<file path="src/rtl/regwrite_pkg.sv">
// regwrite_pkg: shared constants, FSM state type and decode helpers for the
// register-file write scheduler.
package regwrite_pkg;

  // Write-back mux select values, one per mux input.
  localparam logic [2:0] SEL_0        = 3'd0;
  localparam logic [2:0] SEL_1        = 3'd1;
  localparam logic [2:0] SEL_2        = 3'd2;
  localparam logic [2:0] SEL_3        = 3'd3;
  localparam logic [2:0] SEL_4        = 3'd4;
  localparam logic [2:0] SEL_5        = 3'd5;
  localparam logic [2:0] SEL_6        = 3'd6;
  localparam logic [2:0] SEL_7        = 3'd7;
  // Mux input 6 is hard-wired to the constant 227 (init value for SP).
  localparam logic [2:0] SEL_CONST227 = 3'd6;

  // Sources that may request a write; bit 6 is the constant input.
  localparam logic [7:0] SRC_MASK     = 8'b1011_1111;

  typedef enum logic [0:0] {
    INIT = 1'b0,
    RUN  = 1'b1
  } state_e;

  // Encode a one-hot grant into the matching mux select.
  function automatic logic [2:0] onehot_to_sel(input logic [7:0] oh);
    logic [2:0] sel;
    case (oh)
      8'b0000_0001: sel = SEL_0;
      8'b0000_0010: sel = SEL_1;
      8'b0000_0100: sel = SEL_2;
      8'b0000_1000: sel = SEL_3;
      8'b0001_0000: sel = SEL_4;
      8'b0010_0000: sel = SEL_5;
      8'b0100_0000: sel = SEL_6;
      8'b1000_0000: sel = SEL_7;
      default:      sel = SEL_0;
    endcase
    return sel;
  endfunction

  // Extract the 5-bit destination field belonging to source 'sel'.
  function automatic logic [4:0] dst_field(input logic [39:0] dst_bus,
                                           input logic [2:0]  sel);
    logic [4:0] f;
    f = 5'd0;
    for (int i = 0; i < 8; i++) begin
      if (sel == 3'(i)) begin
        f = dst_bus[i*5 +: 5];
      end else begin
        f = f;
      end
    end
    return f;
  endfunction

endpackage

</file>
<file path="src/rtl/rr_pick8.sv">
// rr_pick8: combinational rotate-priority picker. Searches req_i starting at
// ptr_i + 1 (wrapping modulo 8) and returns the first set bit one-hot.
module rr_pick8 (
  input  logic [7:0] req_i,
  input  logic [2:0] ptr_i,
  output logic [7:0] pick_o,
  output logic       valid_o
);

  logic [2:0] idx;

  // Walk the eight positions after the pointer; first hit wins.
  always_comb begin
    pick_o  = 8'h00;
    valid_o = 1'b0;
    idx     = 3'd0;
    for (int k = 1; k <= 8; k++) begin
      idx = ptr_i + 3'(k);
      if (!valid_o && req_i[idx]) begin
        pick_o[idx] = 1'b1;
        valid_o     = 1'b1;
      end else begin
        valid_o = valid_o;
      end
    end
  end

endmodule

</file>
<file path="src/rtl/regwrite_sched.sv">
// regwrite_sched: schedules register-file writes from up to seven write-back
// sources. After reset an optional init write loads SP_REG from the constant
// mux input; afterwards requests are arbitrated round-robin and the chosen
// source's select, address and write enable are presented one cycle later.
// Optional feature: define REGWRITE_STALL_CNT_EN to add the 16-bit saturating
// stall_cnt output.
module regwrite_sched
  import regwrite_pkg::*;
#(
  parameter logic [4:0] SP_REG     = 5'd29,
  parameter bit         INIT_WRITE = 1'b1
) (
  input  logic        clk,
  input  logic        reset,
  input  logic [7:0]  req,
  input  logic [39:0] dst,
  input  logic        stall,
  output logic [2:0]  mem_to_reg,
  output logic        reg_write,
  output logic [4:0]  write_reg,
  output logic [7:0]  grant,
  output logic        init_done
`ifdef REGWRITE_STALL_CNT_EN
  ,
  output logic [15:0] stall_cnt
`endif
);

  state_e     state_q,      state_d;
  logic [7:0] grant_q,      grant_d;
  logic [2:0] mem_to_reg_q, mem_to_reg_d;
  logic [4:0] write_reg_q,  write_reg_d;
  logic       reg_write_q,  reg_write_d;
  logic       init_done_q,  init_done_d;
  logic [2:0] ptr_q,        ptr_d;

  logic [7:0] eligible_s;
  logic [7:0] pick_s;
  logic       pick_valid_s;
  logic [2:0] pick_sel_s;
  logic [4:0] pick_dst_s;

  // A source granted this cycle still shows req; mask it so it is not
  // granted twice while the requester reacts.
  assign eligible_s = req & SRC_MASK & ~grant_q;

  rr_pick8 u_pick (
    .req_i   (eligible_s),
    .ptr_i   (ptr_q),
    .pick_o  (pick_s),
    .valid_o (pick_valid_s)
  );

  assign pick_sel_s = onehot_to_sel(pick_s);
  assign pick_dst_s = dst_field(dst, pick_sel_s);

  // Next-state and next-output logic for the INIT/RUN sequencer.
  always_comb begin
    state_d      = state_q;
    grant_d      = 8'h00;
    reg_write_d  = 1'b0;
    mem_to_reg_d = mem_to_reg_q;
    write_reg_d  = write_reg_q;
    ptr_d        = ptr_q;
    init_done_d  = (state_q == RUN);
    case (state_q)
      INIT: begin
        if (INIT_WRITE) begin
          mem_to_reg_d = SEL_CONST227;
          write_reg_d  = SP_REG;
          reg_write_d  = 1'b1;
        end else begin
          reg_write_d  = 1'b0;
        end
        state_d = RUN;
      end
      RUN: begin
        if (!stall && pick_valid_s) begin
          grant_d      = pick_s;
          mem_to_reg_d = pick_sel_s;
          write_reg_d  = pick_dst_s;
          // Register 0 is never written, but the source is still acknowledged.
          reg_write_d  = (pick_dst_s != 5'd0);
          ptr_d        = pick_sel_s;
        end else begin
          grant_d      = 8'h00;
          reg_write_d  = 1'b0;
        end
      end
      default: begin
        state_d = INIT;
      end
    endcase
  end

  // State and output registers with synchronous reset.
  always_ff @(posedge clk) begin
    if (reset) begin
      state_q      <= INIT;
      grant_q      <= 8'h00;
      mem_to_reg_q <= 3'd0;
      write_reg_q  <= 5'd0;
      reg_write_q  <= 1'b0;
      init_done_q  <= 1'b0;
      ptr_q        <= 3'd7;
    end else begin
      state_q      <= state_d;
      grant_q      <= grant_d;
      mem_to_reg_q <= mem_to_reg_d;
      write_reg_q  <= write_reg_d;
      reg_write_q  <= reg_write_d;
      init_done_q  <= init_done_d;
      ptr_q        <= ptr_d;
    end
  end

  assign grant      = grant_q;
  assign mem_to_reg = mem_to_reg_q;
  assign write_reg  = write_reg_q;
  assign reg_write  = reg_write_q;
  assign init_done  = init_done_q;

`ifdef REGWRITE_STALL_CNT_EN
  logic [15:0] stall_cnt_q, stall_cnt_d;

  // Count RUN cycles in which a stall holds back a pending request.
  always_comb begin
    stall_cnt_d = stall_cnt_q;
    if ((state_q == RUN) && stall && (eligible_s != 8'h00) &&
        (stall_cnt_q != 16'hFFFF)) begin
      stall_cnt_d = stall_cnt_q + 16'd1;
    end else begin
      stall_cnt_d = stall_cnt_q;
    end
  end

  // Stall counter register with synchronous reset.
  always_ff @(posedge clk) begin
    if (reset) begin
      stall_cnt_q <= 16'd0;
    end else begin
      stall_cnt_q <= stall_cnt_d;
    end
  end

  assign stall_cnt = stall_cnt_q;
`endif

endmodule

</file>
<file path="config.mk">
export PLATFORM = sky130hd
export DESIGN_NAME = regwrite_sched
export DESIGN_NICKNAME = d
export VERILOG_FILES = /design/src/rtl/regwrite_pkg.sv /design/src/rtl/rr_pick8.sv /design/src/rtl/regwrite_sched.sv
export SDC_FILE = /design/constraint.sdc
export NUM_CORES = 1
export LEC_CHECK = 0
export CORE_UTILIZATION = 51
export CTS_BUF_LIST = sky130_fd_sc_hd__clkbuf_4 sky130_fd_sc_hd__clkbuf_8
export CTS_CLUSTER_SIZE = 8
export DETAILED_ROUTE_END_ITERATION = 12
export GPL_ROUTABILITY_DRIVEN = 0
export PLACE_DENSITY = 0.84
export SLEW_MARGIN = 20
export SYNTH_ARGS = -nofsm -noshare
export SYNTH_HDL_FRONTEND = slang
export SYNTH_SLANG_ARGS = --single-unit
</file>
<file path="constraint.sdc">
create_clock -name clk -period 5.5 [get_ports clk]
set_input_delay 1.1 -clock clk [delete_from_list [all_inputs] [get_ports clk]]
set_output_delay 1.1 -clock clk [all_outputs]
set_load 0.005 [all_outputs]
</file>
==> metrics.yaml <==
status: "completed"
cts_made_buffers: 3
cts_root_buf: "clkbuf_8"
period_needed_ns: 5.32
maxCapViolCount: 0
hpwl_microns: 6690
cp_cell_sequence: "clkdlybuf4s50_1, and3b_1, or2_1, mux4_2, buf_4, buf_4, buf_4, a221oi_1, o22a_1, o211a_1, nand4_1, xnor2_1, o32a_1, a211oi_1, or4_1, nor2b_1, a31oi_1"
reg2reg_depth: 17
drive_above_1_share_pct: 16.0
area_growth_pct: 38.2
synth_top_area_share_pct: 17.1
finalCritPeriodShare_pct: 96.7
rows: 25
fp.dieW_microns: 73.0
drc_errors: 0
dieArea_sq_mm: 0.00533
ant_nets: 0
drt_iter0_drc: 359
critPathKind: "in2reg"
fmax_mhz: 188
yosys_warnings: 0
slowest_stage: "or4_1"
n_antenna_cell: 0
core_sq_mm: 0.00479
path_buf_inv: 4
worstPathMaxFanout: 8
worst_clock_skew_ns: 0.00445
synthCells: 326
clkTransAtPathRegs_ns: 0.08
p_per_area_mw_per_mm2: 366
synth_commonest_cells: "nand2_1 (33), nor2_1 (32), dfxtp_1 (22), nand3_1 (11), nor3_1 (11)"
synth-seq-cells: 22
vias: 3111
crit_top_cell: "buf_4"
setup_violations: 0
tightest_slew_ns: 0.759
cp.depth: 17
syn_avg_cell_area_sq_um: 7.89
grtUsageTotal_pct: 32.7
grt_pass1_wl_microns: 13400
first_pass_iters: 5
worstSetupEndpoint: "reg_write$_SDFF_PP0_"
h-tree-depth: 1
hp-class: "reg2reg"
crit_required_ns: 5.70
p_leak_nw: 1.38
rsz0062_at_grt: "yes"
synth_edf_count: 0
seq_area_frac_synth_pct: 17.1
synth_nets: 383
hold_viol: 0
relSlewSlack_pct: 49.1
reg2reg_from: "ptr_q[0]$_SDFFE_PP1P_"
drv_slew: 0
crit_arrival_ns: 5.51
synthTopCellsByArea: "dfxtp_1 (17%), mux4_2 (6.1%), nand2_1 (4.8%), nor2_1 (4.7%), ha_1 (2.9%)"
worstSetupStartpoint: "req[2]"
ys_types: 76
slowest_delay_ns: 0.58
end_kind: "register"
cts_tree: "built"
r2r_end: "reg_write$_SDFF_PP0_"
netlist_area_sq_mm: 0.00257
die_h_microns: 73.0
wl_per_cell_microns: 17.5
largest_reg_flops: 8
ys.flop_type: "dfxtp_1"
fin_nets: 471
vias_per_cell: 6.48
cpLargestDelayFamily: "simple AND/OR/NAND/NOR gates"
first_global_vias: 2836
synth_top_area_cell: "dfxtp_1"
clk_latency_ns: 0.27
antenna_found_initial: 0
finalSetupTns_ns: 0
cts.sink_count: 22
wl_microns: 8400
ios: 69
r2r_slack_ns: 0.34
max-vdd-ir-drop_uv: 278
portBuffers: 67
grt_max_degree: 22
start_util_pct: 53.8
startpoint_type: "primary input"
async_flop_share_pct: 0
grt-ovfl-total: 0
cts_buffer_depth: 2
synth_most_common_cell: "nand2_1"
fin_area_sq_mm: 0.00355
postPlaceCellArea_sq_mm: 0.00345
worst min-delay path by stage:
| stage | cells past startpoint | from | endpoint | slack (ns) |
|---|---|---|---|---|
| floorplan | 2 | write_reg[1]$_SDFFE_PP0P_ | write_reg[1]$_SDFFE_PP0P_ | 0.45 |
| global placement | 2 | write_reg[1]$_SDFFE_PP0P_ | write_reg[1]$_SDFFE_PP0P_ | 0.45 |
| detailed placement | 2 | write_reg[1]$_SDFFE_PP0P_ | write_reg[1]$_SDFFE_PP0P_ | 0.45 |
| CTS | 2 | write_reg[1]$_SDFFE_PP0P_ | write_reg[1]$_SDFFE_PP0P_ | 0.46 |
| global route | 2 | write_reg[1]$_SDFFE_PP0P_ | write_reg[1]$_SDFFE_PP0P_ | 0.49 |
| finish | 2 | write_reg[1]$_SDFFE_PP0P_ | write_reg[1]$_SDFFE_PP0P_ | 0.46 |
cells by family (layout without fill, tap and decap cells):
group | count (synthesis) | count (layout) | share of synthesized area, %
xor gates and xnor gates | 6 | 6 | 2.92
AOI/OAI and AO/OA | 95 | 95 | 28.4
DFF | 22 | 22 | 17.1
muxes | 15 | 15 | 9.29
and+or+nand+nor | 156 | 156 | 34.3
adders and majority gates | 6 | 6 | 2.92
buffers and inverters | 26 | 113 | 5.06
metal layers:
| layer | share of wire, % | up-vias | GRT usage [%] |
|---|---|---|---|
| met1 | 40 | 1441 | 41.1 |
| met2 | 49 | 193 | 56.9 |
| met5 | 0 | - | 0 |
| met3 | 7.6 | 27 | 2.76 |
| met4 | 3.1 | 0 | 14.2 |
| li1 | - | 1450 | - |
through the flow:
stage | worst slack (ns) | util [%] | hold WS [ns] | cells | power, W
floorplan | 0.713 | - | 0.451 | 326 | 0.000799
global placement | 0.0280 | 72.1 | 0.447 | 472 | 0.00109
detailed placement | -0.136 | 72.1 | 0.450 | 472 | 0.00111
CTS | 0.104 | 73.5 | 0.462 | 476 | 0.00126
global route | -0.0488 | 74.3 | 0.493 | 480 | 0.00139
finish | 0.182 | 74.3 | 0.459 | 480 | 0.00130
area by class of cell:
cell class	instances	area, sq um
repair buffers	100	918
well taps	67	83.8
fillers	380	1230
clock buffers	3	41.3
clock inverters	1	30.0
inverters	9	33.8
multi-input cells	278	2010
flip-flops and latches	22	440
worst min-delay path, stage by stage (launching register included):
cell and delay [ns]:
dfxtp_1 0.32, nand2_1 0.05, a21boi_1 0.05
placed cells by master (no fill, tap or decap), types with 7 or more instances in the layout:
cell and n:
nor3_1 11, nand3_1 11, o221ai_1 7, mux2i_1 7, dfxtp_1 22, buf_4 33
mux4_2 7, o22ai_1 9, a31oi_1 7, inv_1 8, a21oi_1 10, o21ai_0 10
nor2_1 32, clkdlybuf4s50_1 67, nand2b_1 9, nand2_1 33
power breakdown:
group	leakage (nW)	switching, W	internal (W)
combinational	1.17	0.000512	0.000443
clock	0.0357	0.0000535	0.0000973
sequential	0.181	0.0000144	0.000178
total	1.38	0.000580	0.000719
what timing repair did:
action,4_1_cts,5_1_grt
hold endpoints to repair,0,0
gates resized for setup,0,1
setup endpoints to repair,0,6
hold buffers,0,0
buffers inserted,0,4
Note: power is estimated with default switching activity, not from simulation.
